===== src/rtl/spi8_mem_ctrl.sv =====
// Octal-SPI DDR command sequencer with a two-port round-robin arbiter.
// Frames command/address, counts latency, moves data bursts and spaces chip selects.
module spi8_mem_ctrl #(
    parameter int unsigned LAT_CYCLES = 6,
    parameter int unsigned RST_CYCLES = 16,
    parameter int unsigned RST_WAIT   = 64,
    parameter int unsigned CS_GAP     = 2
) (
    input  logic        clk,
    input  logic        reset,
    input  logic        p0_req,
    input  logic        p0_we,
    input  logic [31:0] p0_addr,
    input  logic [3:0]  p0_len,
    output logic        p0_gnt,
    input  logic [15:0] p0_wdata,
    output logic        p0_wnext,
    output logic        p0_rvalid,
    output logic        p0_done,
    input  logic        p1_req,
    input  logic        p1_we,
    input  logic [31:0] p1_addr,
    input  logic [3:0]  p1_len,
    output logic        p1_gnt,
    input  logic [15:0] p1_wdata,
    output logic        p1_wnext,
    output logic        p1_rvalid,
    output logic        p1_done,
    output logic [15:0] rdata,
    output logic [15:0] spi_dout,
    input  logic [15:0] spi_din,
    output logic        spi_oe,
    output logic        spi_ncs,
    output logic        spi_nrst
);
    localparam int CW = 8;

    typedef enum logic [3:0] {
        S_RST_LO, S_RST_WAIT, S_IDLE, S_CMD0, S_CMD1, S_CMD2, S_LAT, S_DATA, S_GAP
    } state_t;

    state_t      state_q;
    logic [CW-1:0] cnt_q;
    logic        port_q, we_q, last_q, rd_beat_q;
    logic [31:0] addr_q;
    logic [3:0]  len_q;
    logic [1:0]  gnt_q, wnext_q, rvalid_q, done_q;
    logic [15:0] dout_q, rdata_q;
    logic        oe_q, ncs_q, nrst_q;

    logic [1:0]  req;
    logic        pick;
    logic [15:0] wdata_sel;
    logic [7:0]  opcode;

    assign req       = {p1_req, p0_req};
    assign pick      = (req == 2'b11) ? ~last_q : req[1];
    assign wdata_sel = port_q ? p1_wdata : p0_wdata;
    assign opcode    = we_q ? 8'hDE : 8'hEE;

    // The state register runs one clock ahead of the bus outputs: each bus
    // output is the registered decode of the state held in the previous clock.
    always_ff @(posedge clk) begin
        if (reset) begin
            state_q   <= S_RST_LO;
            cnt_q     <= '0;
            port_q    <= 1'b0;
            we_q      <= 1'b0;
            last_q    <= 1'b1;
            addr_q    <= '0;
            len_q     <= '0;
            rd_beat_q <= 1'b0;
            gnt_q     <= '0;
            wnext_q   <= '0;
            rvalid_q  <= '0;
            done_q    <= '0;
            dout_q    <= '0;
            rdata_q   <= '0;
            oe_q      <= 1'b0;
            ncs_q     <= 1'b1;
            nrst_q    <= 1'b0;
        end else begin
            gnt_q     <= '0;
            wnext_q   <= '0;
            done_q    <= '0;
            rvalid_q  <= '0;
            rd_beat_q <= 1'b0;
            ncs_q     <= 1'b1;
            oe_q      <= 1'b0;
            dout_q    <= '0;

            if (rd_beat_q) begin
                rdata_q          <= spi_din;
                rvalid_q[port_q] <= 1'b1;
            end

            case (state_q)
                S_RST_LO: begin
                    cnt_q <= cnt_q + 8'd1;
                    if (cnt_q == CW'(RST_CYCLES - 1)) begin
                        nrst_q  <= 1'b1;
                        cnt_q   <= '0;
                        state_q <= S_RST_WAIT;
                    end
                end
                S_RST_WAIT: begin
                    // One short: the grant pulse itself is the first usable clock.
                    cnt_q <= cnt_q + 8'd1;
                    if (cnt_q == CW'(RST_WAIT - 2)) begin
                        cnt_q   <= '0;
                        state_q <= S_IDLE;
                    end
                end
                S_IDLE: begin
                    if (|req) begin
                        gnt_q[pick] <= 1'b1;
                        port_q      <= pick;
                        last_q      <= pick;
                        we_q        <= pick ? p1_we   : p0_we;
                        addr_q      <= pick ? p1_addr : p0_addr;
                        len_q       <= pick ? p1_len  : p0_len;
                        state_q     <= S_CMD0;
                    end
                end
                S_CMD0: begin
                    ncs_q   <= 1'b0;
                    oe_q    <= 1'b1;
                    dout_q  <= {opcode, addr_q[31:24]};
                    state_q <= S_CMD1;
                end
                S_CMD1: begin
                    ncs_q   <= 1'b0;
                    oe_q    <= 1'b1;
                    dout_q  <= addr_q[23:8];
                    state_q <= S_CMD2;
                end
                S_CMD2: begin
                    ncs_q   <= 1'b0;
                    oe_q    <= 1'b1;
                    dout_q  <= {addr_q[7:0], 8'h00};
                    cnt_q   <= '0;
                    state_q <= S_LAT;
                end
                S_LAT: begin
                    ncs_q           <= 1'b0;
                    wnext_q[port_q] <= we_q && (cnt_q == CW'(LAT_CYCLES - 1));
                    cnt_q           <= cnt_q + 8'd1;
                    if (cnt_q == CW'(LAT_CYCLES - 1)) begin
                        cnt_q   <= '0;
                        state_q <= S_DATA;
                    end
                end
                S_DATA: begin
                    ncs_q           <= 1'b0;
                    oe_q            <= we_q;
                    rd_beat_q       <= ~we_q;
                    wnext_q[port_q] <= we_q && (cnt_q < {4'd0, len_q});
                    if (we_q) begin
                        dout_q <= wdata_sel;
                    end
                    cnt_q <= cnt_q + 8'd1;
                    if (cnt_q == {4'd0, len_q}) begin
                        cnt_q   <= '0;
                        state_q <= S_GAP;
                    end
                end
                S_GAP: begin
                    done_q[port_q] <= (cnt_q == '0);
                    cnt_q          <= cnt_q + 8'd1;
                    if (cnt_q == CW'(CS_GAP - 1)) begin
                        cnt_q   <= '0;
                        state_q <= S_IDLE;
                    end
                end
                default: state_q <= S_RST_LO;
            endcase
        end
    end

    assign p0_gnt    = gnt_q[0];
    assign p1_gnt    = gnt_q[1];
    assign p0_wnext  = wnext_q[0];
    assign p1_wnext  = wnext_q[1];
    assign p0_rvalid = rvalid_q[0];
    assign p1_rvalid = rvalid_q[1];
    assign p0_done   = done_q[0];
    assign p1_done   = done_q[1];
    assign rdata     = rdata_q;
    assign spi_dout  = dout_q;
    assign spi_oe    = oe_q;
    assign spi_ncs   = ncs_q;
    assign spi_nrst  = nrst_q;
endmodule


===== config.mk =====
export PLATFORM = sky130hd
export DESIGN_NAME = spi8_mem_ctrl
export DESIGN_NICKNAME = d
export VERILOG_FILES = /design/src/rtl/spi8_mem_ctrl.sv
export SDC_FILE = /design/constraint.sdc
export NUM_CORES = 1
export LEC_CHECK = 0
export BUFFER_PORTS_ARGS = -buffer_cell sky130_fd_sc_hd__buf_4
export CAP_MARGIN = 10
export CORE_MARGIN = 3
export CORE_UTILIZATION = 47
export DETAILED_ROUTE_END_ITERATION = 6
export GPL_ROUTABILITY_DRIVEN = 0
export PLACE_DENSITY_LB_ADDON = 0.12
export SYNTH_ARGS = -nofsm -noshare
export SYNTH_HDL_FRONTEND = slang
export SYNTH_SLANG_ARGS = --single-unit

===== constraint.sdc =====
create_clock -name clk -period 2.4 [get_ports clk]
set_input_delay 0.24 -clock clk [delete_from_list [all_inputs] [get_ports clk]]
set_output_delay 0.24 -clock clk [all_outputs]
set_load 0.01 [all_outputs]

-- After elaboration in Yosys (flattened, before gate mapping)
Index checks and enable logic that the tools add are counted.
- eq/ne operators: 20
- add/sub/neg operators: 1
- reduce and logical (&&, ||, !) cells: 17
- magnitude comparators: 5
- mux-type cells: 28
- bitwise operators: 10
- operators by type and width (operator ; number):
    $pmux 16 s4 ; 1
    $pmux 8 s6 ; 1
    $mux 8 ; 5
    $pmux 4 s9 ; 1
    $mux 16 ; 2
    $mux 32 ; 1
    $mux 4 ; 7
    $eq 4x3->1 const B ; 4
    $ne 2x2->1 const B ; 6
    $add 8x1->8 const B ; 1
    $eq 4x2->1 const B ; 2
    $eq 8x1->1 const B ; 1
    $eq 8x3->1 const B ; 1
    $eq 8x4->1 ; 1
    $eq 8x4->1 const B ; 1
    $eq 8x6->1 const B ; 1
    $logic_not 8->1 ; 1
    $lt 8x4->1 ; 1
    $reduce_or 2->1 ; 4
    $not 1->1 ; 7
    $and 2x2->2 ; 3
    $mux 6 ; 1
    $reduce_and 6->1 ; 1
    $reduce_bool 6->1 ; 1
    other kinds (14) ; 26
- bits of input ports: 126
- flip-flop bits (word level): 95

-- Depth between registers and ports, before layout
- depth after elaboration: 6
- mapped depth: 7
- gate-level depth less buffers: 7

-- Least setup slack after synthesis
Ideal clock, no wire load.
- path kind: register -> register
- from: reg cnt_q[0]
- to: reg cnt_q[0]
- stages on the path, launching flop included: 8
- arrival time: 1887 ps
- required time: 2280 ps
- library setup time: 120 ps
- slack: 393 ps
- path through: dfxtp_1 inv_1 ha_1 or4bb_2 o2111ai_2 o311ai_2 o21ai_4 nor2_1
- longest elaborated chain between the ends: 3
- elaborated cells on any way between the ends: 12
- classes of those cells: add/sub: 1; eq/ne: 5; mux: 6
- RTL lines (element ; line ; source):
    start, declared ; 43 ; logic [CW-1:0] cnt_q;
    start signal, assigned ; 99 ; cnt_q <= cnt_q + 8'd1;
    start signal, assigned ; 108 ; cnt_q <= cnt_q + 8'd1;
    start signal, assigned ; 147 ; cnt_q <= cnt_q + 8'd1;
    $add 8x1->8, or another cell as far along ; - ;
    $mux 8, on equally long branches ; - ;
    $pmux 8 s6 * ; 97 ; case (state_q)
Mark *: on every way between the ends. The rest lies on a longest branch, timed or not.
A chain may end at the register's enable or synchronous reset.

-- Final worst setup path
- from: reg cnt_q[0]
- to: reg cnt_q[6]
Same word-level chain as after synthesis.

==> impl_metrics.env <==
export IMPL_outcome="finished, final reports clean"
export IMPL_post_route_period_util_pct=91.91
export IMPL_reg2regPathDepth=7
export IMPL_gr_total_overflow=0
export IMPL_synth_edf_count=0
export IMPL_start_util_pct=49.16
export IMPL_holdPathEnd="rdata[9]"
export IMPL_synth_top_family_by_area="compound AO/OA/AOI/OAI gates"
export IMPL_hold_class="input port to register"
export IMPL_fin_crit_ns=2.206
export IMPL_end_kind="register"
export IMPL_pwr_density_cell_nw_per_um2=708.6
export IMPL_diodes=0
export IMPL_vias=3970
export IMPL_synthMuxAreaShare_pct=16.49
export IMPL_nFillCells=713
export IMPL_syn_cell_area_sq_um=4370
export IMPL_wl_per_cell_um=16.05
export IMPL_syn_inst=458
export IMPL_power_leakage_nw=2.398
export IMPL_post_route_util_pct=66.76
export IMPL_h_tree_depth=3
export IMPL_finClkSkew_ns=0.01470
export IMPL_yosys_warnings=0
export IMPL_hold_buffers=0
export IMPL_core_area_sq_um=8891
export IMPL_dp_hpwl_mm=8.959
export IMPL_finalSetupTns_ns=0
export IMPL_syn_area_per_cell_sq_um=9.542
export IMPL_vias_per_cell=5.468
export IMPL_synth_top_cells_by_area="dfxtp_1, mux2i_1, nor2_1"
export IMPL_worst_pin_slew_ns=0.9245
export IMPL_irDropWorstVdd_mv=0.3799
export IMPL_die_w_um=102.4
export IMPL_finalMaxSlewViolations=0
export IMPL_async_reset_ff_share_pct=0
export IMPL_grt_pass1_wl_mm=17.55
export IMPL_grt_pass1_vias=3606
export IMPL_synth_cell_types=50
export IMPL_numPortBuffers=168
export IMPL_synth_ff_type="dfxtp_1"
export IMPL_ctsRootBufferMaster="clkbuf_8"
export IMPL_syn_to_final_growth_pct=35.81
export IMPL_postRouteWirelength_mm=11.65
export IMPL_grt_setup_unrepaired="no"
export IMPL_ios=169
export IMPL_cp_cell_sequence="inv_1, ha_1, or4bb_2, o2111ai_2, o311ai_2, o21ai_4, nor2_1"
export IMPL_post_cts_resized=0
export IMPL_max_cap_violations=0
export IMPL_cts_buffers=9
export IMPL_hold_violations=0
export IMPL_synth_nets=592
export IMPL_synth_top_area_share_pct=43.52
export IMPL_cpMaxStageDelayCell="or4bb_2"
export IMPL_grt_usage_pct=21.51
export IMPL_antenna_found_initial=0
export IMPL_cts_setup_buffers=0
export IMPL_fmax_ghz=0.4533
export IMPL_worstPathRequired_ns=2.65
export IMPL_die_h_um=102.4
export IMPL_synthXorXnorAreaFrac_pct=1.403
export IMPL_placed_area_sq_um=5764
export IMPL_cts_tree="built"
export IMPL_crit_arrival_ns=2.45
export IMPL_synth_ff_latch_count=95
export IMPL_grt_max_degree=41
export IMPL_synth_adder_area_share_pct=2.290
export IMPL_startpoint_type="register"
export IMPL_critPathMaxFanout=7
export IMPL_r2r_end="cnt_q[6]"
export IMPL_dr_pass1_iters=5
export IMPL_r2r_slack_ns=0.19
export IMPL_synth_simple_area_share_pct=15.03
export IMPL_final_area_sq_um=5936
export IMPL_drive_gt1_share_pct=36.89
export IMPL_slowest_delay_ns=0.62
export IMPL_fp_row_count=34
export IMPL_postRouteAntennaNets=0
export IMPL_drt_initial_drc_count=214
export IMPL_die_area_sq_um=10490
export IMPL_clk_path_buf_depth=2
export IMPL_cts_sinks=95
export IMPL_crit_type="register to register"
export IMPL_ys_seq_area_share_pct=43.52
export IMPL_yosysTopAreaCell="dfxtp_1"
export IMPL_synth_compound_area_share_pct=16.95
export IMPL_r2r_start="cnt_q[0]"
export IMPL_drc_errors=0
export IMPL_clk_pin_slew_ns=0.09
export IMPL_finalSetupViolations=0
export IMPL_worstHoldPathCells=3
export IMPL_nets=747
export IMPL_relSlewSlack_pct=38.28
export IMPL_clk_latency_ns=0.37
export IMPL_hp_start="spi_din[9]"
-- critical path: cells and delay by family (launching register included) --
family                     cells  cell delay (ns)
and+or+nand+nor                2             0.71
adders and majority gates      1             0.14
buffers and inverters          1             0.12
AOI/OAI and AO/OA              3             0.77
DFF                            1             0.36
-- cells in the mapped netlist (2+ instances only) --
| cell type | instances |
|---|---|
| buf_1 | 9 |
| clkbuf_1 | 17 |
| nand4_1 | 5 |
| mux2_2 | 16 |
| a222oi_1 | 11 |
| xor2_1 | 6 |
| ha_1 | 8 |
| o21bai_1 | 2 |
| o21ai_0 | 3 |
| a211o_1 | 2 |
| mux2i_1 | 54 |
| o21a_1 | 3 |
| a31oi_1 | 3 |
| buf_2 | 10 |
| inv_1 | 11 |
| a21oi_1 | 12 |
| a221oi_1 | 5 |
| nor3b_1 | 3 |
| o311a_2 | 2 |
| a211oi_1 | 37 |
| nand2_1 | 18 |
| and4bb_2 | 2 |
| dfxtp_1 | 95 |
| nor2b_1 | 3 |
| and3_1 | 3 |
| nor2_1 | 82 |
| nor3_1 | 8 |
| nand3_1 | 6 |
-- layer usage --
metal | vias up | part of all wire [%] | wire length, um | GRT usage, %
met5 | - | 0 | 0 | 0
met4 | 0 | 1.6 | 182 | 6.155
met3 | 16 | 8.6 | 1007 | 4.710
met2 | 199 | 46 | 5374 | 34.46
met1 | 1770 | 44 | 5084 | 29.19
li1 | 1985 | - | - | -
-- state kept, by name, summed over array words and instances (netlist names) --
signal and flops:
done_q 2, spi_dout 16, port_q 1, rd_beat_q 1, rdata 16, state_q 4, rvalid_q 2, addr_q 32
gnt_q 2, last_q 1, len_q 4, spi_oe 1, spi_nrst 1, cnt_q 8, spi_ncs 1, we_q 1
wnext_q 2
-- worst max path at each step --
stage	start	endpoint	slack [ns]	depth (start not counted)
floorplan	cnt_q[0]	cnt_q[0]	0.39	7
global placement	cnt_q[0]	cnt_q[0]	0.27	7
detailed placement	cnt_q[0]	cnt_q[6]	0.19	7
CTS	cnt_q[0]	cnt_q[6]	0.18	7
global route	cnt_q[0]	cnt_q[6]	0.04	7
finish	cnt_q[0]	cnt_q[6]	0.19	7
-- layout make-up --
| class | instances | area [sq um] | area share, % |
|---|---|---|---|
| Inverter | 11 | 41.29 | 0.6956 |
| Clock inverter | 6 | 43.79 | 0.7378 |
| Timing Repair Buffer | 180 | 1389 | 23.40 |
| Sequential cell | 95 | 1902 | 32.04 |
| Multi-Input combinational cell | 316 | 2297 | 38.70 |
| Clock buffer | 10 | 127.6 | 2.150 |
| Tap cell | 108 | 135.1 | 2.277 |
-- layout by cell type (no fill, tap or decap), drive strengths merged, types with 10 or more instances in the layout --
master,instances
a211oi,37
clkbuf,10
nand2,18
dfxtp,95
a222oi,11
mux2i,54
buf,180
inv,13
a21oi,12
mux2,16
nor2,82
-- metrics by stage --
| step | setup WS [ns] | power [mW] | hold slack, ns | cells |
|---|---|---|---|---|
| 4_1_cts | 0.1752 | 4.230 | 0.1028 | 726 |
| 5_1_grt | 0.03654 | 4.472 | 0.1149 | 726 |
| 2_1_floorplan | 0.3925 | 2.833 | 0.3876 | 458 |
| 6_report | 0.1941 | 4.206 | 0.1144 | 726 |
| 3_5_place_dp | 0.1899 | 3.296 | 0.4806 | 710 |
| 3_3_place_gp | 0.2742 | 3.258 | 0.4766 | 710 |
-- kinds of logic (layout without fill, tap and decap cells) --
family,after synthesis,after routing
buffers and inverters,47,207
xor gates and xnor gates,7,7
and+or+nand+nor,139,139
AOI/OAI and AO/OA,92,92
adders and majority gates,8,8
muxes,70,70
DFF,95,95
-- where the power goes --
group	switching (mW)	leakage (nW)	total, mW	internal, mW
Sequential	0.195	0.769	1.98	1.78
Combinational	0.650	1.54	1.29	0.638
Clock	0.561	0.0870	0.943	0.383
No activity file was read; power rests on OpenSTA's default activity.
